`src/rtl/mem_sp_arbiter.sv`:
```
// Round-robin arbiter that shares one single-port memory among NUM_REQ requesters,
// with optional zero-fill after reset and in-order read responses after READ_LAT cycles.
module mem_sp_arbiter #(
    parameter int NUM_REQ  = 2,
    parameter int DATA_BIT = 64,
    parameter int DEPTH    = 256,
    parameter int ADDR_BIT = $clog2(DEPTH),
    parameter int READ_LAT = 2,
    parameter int INIT_EN  = 1
) (
    input  logic                         clk,
    input  logic                         rst,
    input  logic [NUM_REQ-1:0]           req_valid,
    output logic [NUM_REQ-1:0]           req_ready,
    input  logic [NUM_REQ-1:0]           req_we,
    input  logic [NUM_REQ*ADDR_BIT-1:0]  req_addr,
    input  logic [NUM_REQ*DATA_BIT-1:0]  req_wdata,
    output logic [NUM_REQ-1:0]           rsp_valid,
    output logic [DATA_BIT-1:0]          rsp_rdata,
    output logic [ADDR_BIT-1:0]          mem_addr,
    output logic                         mem_wen,
    output logic                         mem_ren,
    output logic [DATA_BIT-1:0]          mem_wdata,
    input  logic [DATA_BIT-1:0]          mem_rdata,
    output logic                         init_done
);

    localparam int IDX_W = $clog2(NUM_REQ);

    typedef enum logic {
        ST_INIT,
        ST_RUN
    } state_t;

    state_t              state_q, state_d;
    logic [ADDR_BIT-1:0] cnt_q, cnt_d;
    logic [IDX_W-1:0]    ptr_q, ptr_d;
    logic [READ_LAT-1:0] tag_vld_q, tag_vld_d;
    logic [IDX_W-1:0]    tag_idx_q [READ_LAT];
    logic [IDX_W-1:0]    tag_idx_d [READ_LAT];

    logic                grant_vld;
    logic [IDX_W-1:0]    grant_idx;
    logic                read_fire;

    // First valid requester at or after the pointer, wrapping around.
    always_comb begin
        grant_vld = 1'b0;
        grant_idx = '0;
        if (state_q == ST_RUN) begin
            for (int k = 0; k < NUM_REQ; k++) begin
                if (!grant_vld && req_valid[(int'(ptr_q) + k) % NUM_REQ]) begin
                    grant_vld = 1'b1;
                    grant_idx = IDX_W'((int'(ptr_q) + k) % NUM_REQ);
                end
            end
        end
    end

    assign read_fire = grant_vld && !req_we[grant_idx];

    always_comb begin
        req_ready = '0;
        mem_addr  = '0;
        mem_wen   = 1'b0;
        mem_ren   = 1'b0;
        mem_wdata = '0;
        if (!rst) begin
            if (state_q == ST_INIT) begin
                mem_wen  = 1'b1;
                mem_addr = cnt_q;
            end else if (grant_vld) begin
                req_ready[grant_idx] = 1'b1;
                mem_addr  = req_addr[int'(grant_idx)*ADDR_BIT +: ADDR_BIT];
                mem_wdata = req_wdata[int'(grant_idx)*DATA_BIT +: DATA_BIT];
                mem_wen   = req_we[grant_idx];
                mem_ren   = !req_we[grant_idx];
            end
        end
    end

    always_comb begin
        state_d = state_q;
        cnt_d   = cnt_q;
        ptr_d   = ptr_q;
        if (state_q == ST_INIT) begin
            cnt_d = cnt_q + ADDR_BIT'(1);
            if (cnt_q == ADDR_BIT'(DEPTH - 1)) begin
                state_d = ST_RUN;
            end
        end else if (grant_vld) begin
            ptr_d = (int'(grant_idx) == NUM_REQ - 1) ? '0 : grant_idx + IDX_W'(1);
        end
    end

    // Tag pipeline: stage 0 captures the read grant, later stages shift it along.
    always_comb begin
        tag_vld_d[0] = read_fire;
        tag_idx_d[0] = grant_idx;
        for (int s = 1; s < READ_LAT; s++) begin
            tag_vld_d[s] = tag_vld_q[s-1];
            tag_idx_d[s] = tag_idx_q[s-1];
        end
    end

    always_ff @(posedge clk or posedge rst) begin
        if (rst) begin
            state_q   <= (INIT_EN != 0) ? ST_INIT : ST_RUN;
            cnt_q     <= '0;
            ptr_q     <= '0;
            tag_vld_q <= '0;
            for (int s = 0; s < READ_LAT; s++) begin
                tag_idx_q[s] <= '0;
            end
        end else begin
            state_q   <= state_d;
            cnt_q     <= cnt_d;
            ptr_q     <= ptr_d;
            tag_vld_q <= tag_vld_d;
            for (int s = 0; s < READ_LAT; s++) begin
                tag_idx_q[s] <= tag_idx_d[s];
            end
        end
    end

    genvar gi;
    generate
        for (gi = 0; gi < NUM_REQ; gi++) begin : g_rsp
            assign rsp_valid[gi] = !rst && tag_vld_q[READ_LAT-1]
                                   && (tag_idx_q[READ_LAT-1] == IDX_W'(gi));
        end
    endgenerate

    assign rsp_rdata = (|rsp_valid) ? mem_rdata : '0;
    assign init_done = !rst && (state_q == ST_RUN);

endmodule

```
`config.mk`:
```
export PLATFORM = sky130hd
export DESIGN_NAME = mem_sp_arbiter
export DESIGN_NICKNAME = d
export VERILOG_FILES = /design/src/rtl/mem_sp_arbiter.sv
export SDC_FILE = /design/constraint.sdc
export NUM_CORES = 1
export LEC_CHECK = 0
export CORE_AREA = 5 5 136 138
export CTS_BUF_LIST = sky130_fd_sc_hd__clkbuf_4 sky130_fd_sc_hd__clkbuf_8
export DETAILED_ROUTE_END_ITERATION = 12
export DIE_AREA = 0 0 141 143
export PLACE_DENSITY = 0.55
export SLEW_MARGIN = 5
export SYNTH_ARGS = -nofsm -noshare
export SYNTH_HDL_FRONTEND = slang
export SYNTH_SLANG_ARGS = --single-unit
```
`constraint.sdc`:
```
create_clock -name clk -period 3.6 [get_ports clk]
set_input_delay 0.72 -clock clk [delete_from_list [all_inputs] [get_ports clk]]
set_output_delay 0.72 -clock clk [all_outputs]
set_load 0.005 [all_outputs]
```
* After elaboration in Yosys (flattened, before gate mapping)
Index checks and enable logic that the tools add are counted. Widths: inputs -> output; s select.
Storage, ports and cells: register bits after elaboration 14, input bits 214, output and inout bits 143, logic and storage cells 65
Cells by class: $add $sub $neg 3, $lt $le $gt $ge 4, equal/unequal tests 1, shift operators 2, muxes and demuxes 35, bitwise operators 2, reduce and logical (&&, ||, !) cells 12
Operators with widths (number):
- $mux 64 | 4
- $shiftx 128x8->64 | 1
- $mux 1 | 24
- $mux 8 | 3
- $shiftx 16x5->8 | 1
- $add 8x1->8 const B | 1
- $eq 8x8->1 const B | 1
- $logic_and 1x1->1 | 7
- $mux 2 | 3
- $lt 1x2->1 const B | 2
- $logic_not 1->1 | 3
- $lt 2x3->1 const B | 1
- $add 1x1->1 const B | 2
- $reduce_and 2->1 | 1
- $reduce_or 2->1 | 1
- $and 1x1->1 const A | 1
- $demux 1 s1 | 1
- $ge 1x1->1 const B | 1
- $not 1->1 | 1

* Logic depth before layout (Yosys ltp)
depth in word-level cells 15, gate-level depth with buffers 6, depth with buffers taken out 5

* Worst setup path after synthesis
OpenSTA, ideal clock, no wires.
path type in2out, start point in rst, end point out mem_wdata[10], arrival 1.678 ns, data required time 2.880 ns, setup slack 1.202 ns, stages on the path 6, buffers on the path 3, cells stage by stage buf_2 > inv_2 > nand2_1 > buf_2 > buf_2 > a21oi_1
On the way: cells in the longest elaborated chain, start to end 1
RTL lines:
- start: declaration | line 12 | input logic rst,
- $mux 64 | line 68 | if (!rst) begin
- end: declaration | line 23 | output logic [DATA_BIT-1:0] mem_wdata,
No other way between the ends.

* Final worst setup path
start point in req_valid[0], end point out mem_addr[0]
On the way: cells in the longest elaborated chain, start to end 12, elaborated cells between the ends (all ways) 18, classes of those cells shift (1); mux (15); reduce/logical (2)
RTL lines:
- start: declaration | line 13 | input logic [NUM_REQ-1:0] req_valid,
- $mux 1 (not written as such) (2 in a row) | line 52 | if (!grant_vld && req_valid[(int'(ptr_q) + k) % NUM_REQ]) begin
- $mux 1 | line 52
- $mux 1 | line 50 | if (state_q == ST_RUN) begin
- $logic_not 1->1 | line 52
- $logic_and 1x1->1 | line 52
- $mux 1 | line 52
- $mux 1 | line 50
- $shiftx 16x5->8 | line 74 | mem_addr = req_addr[int'(grant_idx)*ADDR_BIT +: ADDR_BIT];
- $mux 8 * | line 72 | end else if (grant_vld) begin
- $mux 8 * | line 69 | if (state_q == ST_INIT) begin
- $mux 8 * | line 68
- end: declaration | line 20 | output logic [ADDR_BIT-1:0] mem_addr,
Every way passes the cells marked *; elsewhere a longest branch is shown, timed or not. The select of a mux whose other input is x is not followed.

==> results.cfg <==
[route]
drt_pre_antenna_iters = 6
vias = 4185
ant_nets = 0
wl_um = 17000
drtIter0Drc = 276
drc = 0
vias_per_cell = 4.46
avgRoutedWirePerCell_um = 18.1

[placement]
gp_congestion = 0.944
pre_cts_slack_ns = 0.00909
port_buffers = 356
dp.cells = 934
dp_hpwl_um = 13700

[setup_path]
cp.arrival_ns = 2.72
reg2reg_from = ptr_q$_DFFE_PP0P_
critPathSlowestCell = clkdlybuf4s50_1
critical_path.startpoint = req_valid[0]
critPathMaxStageDelay_ns = 0.52
worstPathCellList = clkdlybuf4s50_1 > a21boi_4 > buf_12 > a32oi_1 > a211oi_1 > buf_4 > clkdlybuf4s50_1
crit_family = buffers and inverters
critical_path_peak_fanout = 24
rrSetupSlack_ns = 2.11
crit_top_cell = clkdlybuf4s50_1
startpoint_type = primary input
cp.depth = 7
cp.required_ns = 2.88
crit_buf_inv = 4
r2r_cells = 4
critPathKind = in -> out
crit_path_end_kind = output port

[sta]
tightest_slew_ns = 0.386
finalMaxSlewViolations = 0
fmax_mhz = 291
max_slew_margin_pct = 74.2
rsz0062_at_grt = false
finalClockSkew_ns = 0.00583
fin_crit_ns = 3.44
tns_ns = 0
setup_viol = 0
timing.final.ws_setup_ns = 0.161
fin_crit_sh_pct = 95.5
hold_violations = 0

[global_routing]
grt_max_degree = 67
grt_pass1_wl_um = 24900
grt_pass1_vias = 4233
antenna_found_initial = 0
grt_usage_pct = 15.4
gr-total-overflow = 0

[finish]
syn2layout_area_growth_pct = 162
antennaDiodeCount = 0
instances_no_fill = 938
final_nets = 929
num-fill-cells = 1758
drive_gt1_share_pct = 4.07

[cts]
cts-root-buf = clkbuf_8
cts_tree = done
numCtsBuffers = 3
cts.sinks = 14
h-tree-depth = 1
clkSlewWorstSetupHoldPaths_ns = 0.06
postCtsHoldBufs = 0
clock_latency_ns = 0.25
cts_buffer_depth = 2

[floorplanning]
boundaryPins = 357
core-area_um2 = 17100
die_area_um2 = 20200
placementRows = 48
start_util_pct = 14.1
die_w_um = 141
die_h_um = 143

[yosys]
synth.distinct_cells = 28
yosys_warnings = 0
synth_fp_nets = 602
avgSynthCellArea_um2 = 6.20
synth.cell_area_um2 = 2400
ys_seq_area_share_pct = 14.6
synth_area_leaders = nand3_1 27%, and2_1 17%, dfrtp_1 15%
synth_top_area_share_pct = 26.9
yosys.area.top_type = nand3_1
synth_cells = 387
ys_seq_elements = 14

[min_path]
hold_start = tag_vld_q[0]$_DFF_PP0_
min-delay-path-class = reg -> reg
holdPathStages = 0

[pwr]
p_leak_nw = 2.05
peakVddDrop_mv = 0.113
p_total_w = 0.000612
p_per_area_nw_per_um2 = 97.5

[run]
cap_viol_max_count = 0

[run_status]
outcome = finished, final reports clean
## flip-flops by register name (all words and copies together) (netlist names)
name	flops
cnt_q	8
ptr_q	1
state_q	1
tag_idx_d	1
tag_idx_q	1
tag_vld_q	2
## cell usage in the layout, fill, tap and decap left out
master / netlist / routed
xnor2_1: 6 / 6
mux2_2: 1 / 1
inv_1: 3 / 3
inv_2: 1 / 1
nor2_1: 10 / 10
nand4b_1: 1 / 1
buf_12: 0 / 7
a32oi_1: 9 / 9
nand2_2: 0 / 1
dfrtp_1: 14 / 13
and3b_1: 1 / 1
nor2b_1: 3 / 2
xor2_1: 1 / 1
nor2b_2: 0 / 1
dfrtp_2: 0 / 1
nand3_1: 129 / 129
nand2_1: 5 / 4
nand4_1: 3 / 3
a211oi_1: 7 / 7
nand2b_2: 0 / 1
nand2b_1: 2 / 1
and3_1: 4 / 4
a31o_2: 1 / 1
clkdlybuf4s50_1: 0 / 355
clkbuf_8: 0 / 4
buf_4: 7 / 9
a21boi_4: 0 / 1
a31oi_1: 1 / 1
ha_1: 1 / 1
a21oi_1: 66 / 66
and2_2: 0 / 1
dlymetal6s2s_1: 0 / 1
and2_1: 67 / 66
## power by group
group	leakage, nW	total, W	switching [W]	internal [W]
clock network	0.0288	0.000153	0.0000563	0.0000968
registers	0.179	0.000157	0	0.000157
logic	1.84	0.000302	0.0000800	0.000222
total	2.05	0.000612	0.000136	0.000476
## area by class of cell
type	count	area, µm²	share of cell area, %
Tap cell	225	282	4.48
Inverter	4	15.0	0.239
Clock buffer	4	55.1	0.877
Timing Repair Buffer	372	3770	60.1
Multi-Input combinational cell	319	1800	28.7
Sequential cell	14	352	5.60
## cells in the mapped netlist
| library cell | instances |
|---|---|
| clkbuf_1 | 14 |
| ha_1 | 1 |
| xnor2_1 | 6 |
| a21oi_1 | 66 |
| buf_4 | 7 |
| and2_1 | 67 |
| nand2_1 | 5 |
| nor2_1 | 10 |
| a31o_2 | 1 |
| mux2_2 | 1 |
| nand4b_1 | 1 |
| nand3_1 | 129 |
| a31oi_1 | 1 |
| nor2b_1 | 3 |
| buf_1 | 1 |
| xor2_1 | 1 |
| a211oi_1 | 7 |
| and3b_1 | 1 |
| inv_1 | 3 |
| dfrtp_1 | 14 |
| clkbuf_2 | 1 |
| inv_2 | 1 |
| nand4_1 | 3 |
| buf_2 | 27 |
| a21boi_2 | 1 |
| a32oi_1 | 9 |
| and3_1 | 4 |
| nand2b_1 | 2 |
## cell families after synthesis
logic type / after synthesis / share of synthesized area (%)
buf+inv: 54 / 11.0
xor+xnor: 7 / 2.55
flops: 14 / 14.6
mux: 1 / 0.469
compound gates: 85 / 20.3
simple gates: 225 / 50.5
fa+ha+maj: 1 / 0.521
## through the flow
| step | utilization, % | instance area (µm²) | hold slack (ns) |
|---|---|---|---|
| 3_5_place_dp | 36.5 | 6220 | 0.339 |
| 2_1_floorplan | - | 2400 | 0.331 |
| 3_3_place_gp | 36.5 | 6220 | 0.338 |
| 4_1_cts | 36.8 | 6280 | 0.352 |
| 5_1_grt | 36.8 | 6280 | 0.358 |
| 6_report | 36.8 | 6280 | 0.349 |
## final timing paths
check	end
worst max-delay path	mem_addr[0]
worst max register to register	tag_vld_q[0]$_DFF_PP0_
worst min-delay path	tag_vld_q[1]$_DFF_PP0_
worst min register to register	tag_vld_q[1]$_DFF_PP0_
max in group asynchronous	state_q$_DFF_PP0_
min in group asynchronous	cnt_q[7]$_DFFE_PP0N_
## routing by layer
layer	up-vias	GRT usage [%]	part of all wire (%)
met1	1942	19.5	41
met3	28	3.25	6.2
met5	-	0	0
li1	2015	-	-
met4	0	2.75	1.7
met2	200	27.1	51
## repair_timing
| item | 4_1_cts | 5_1_grt |
|---|---|---|
| gates resized for setup | 0 | 1 |
| buffers inserted | 0 | 0 |
| endpoints found under the setup margin | 0 | 9 |
No activity file was read; power rests on OpenSTA's default activity.
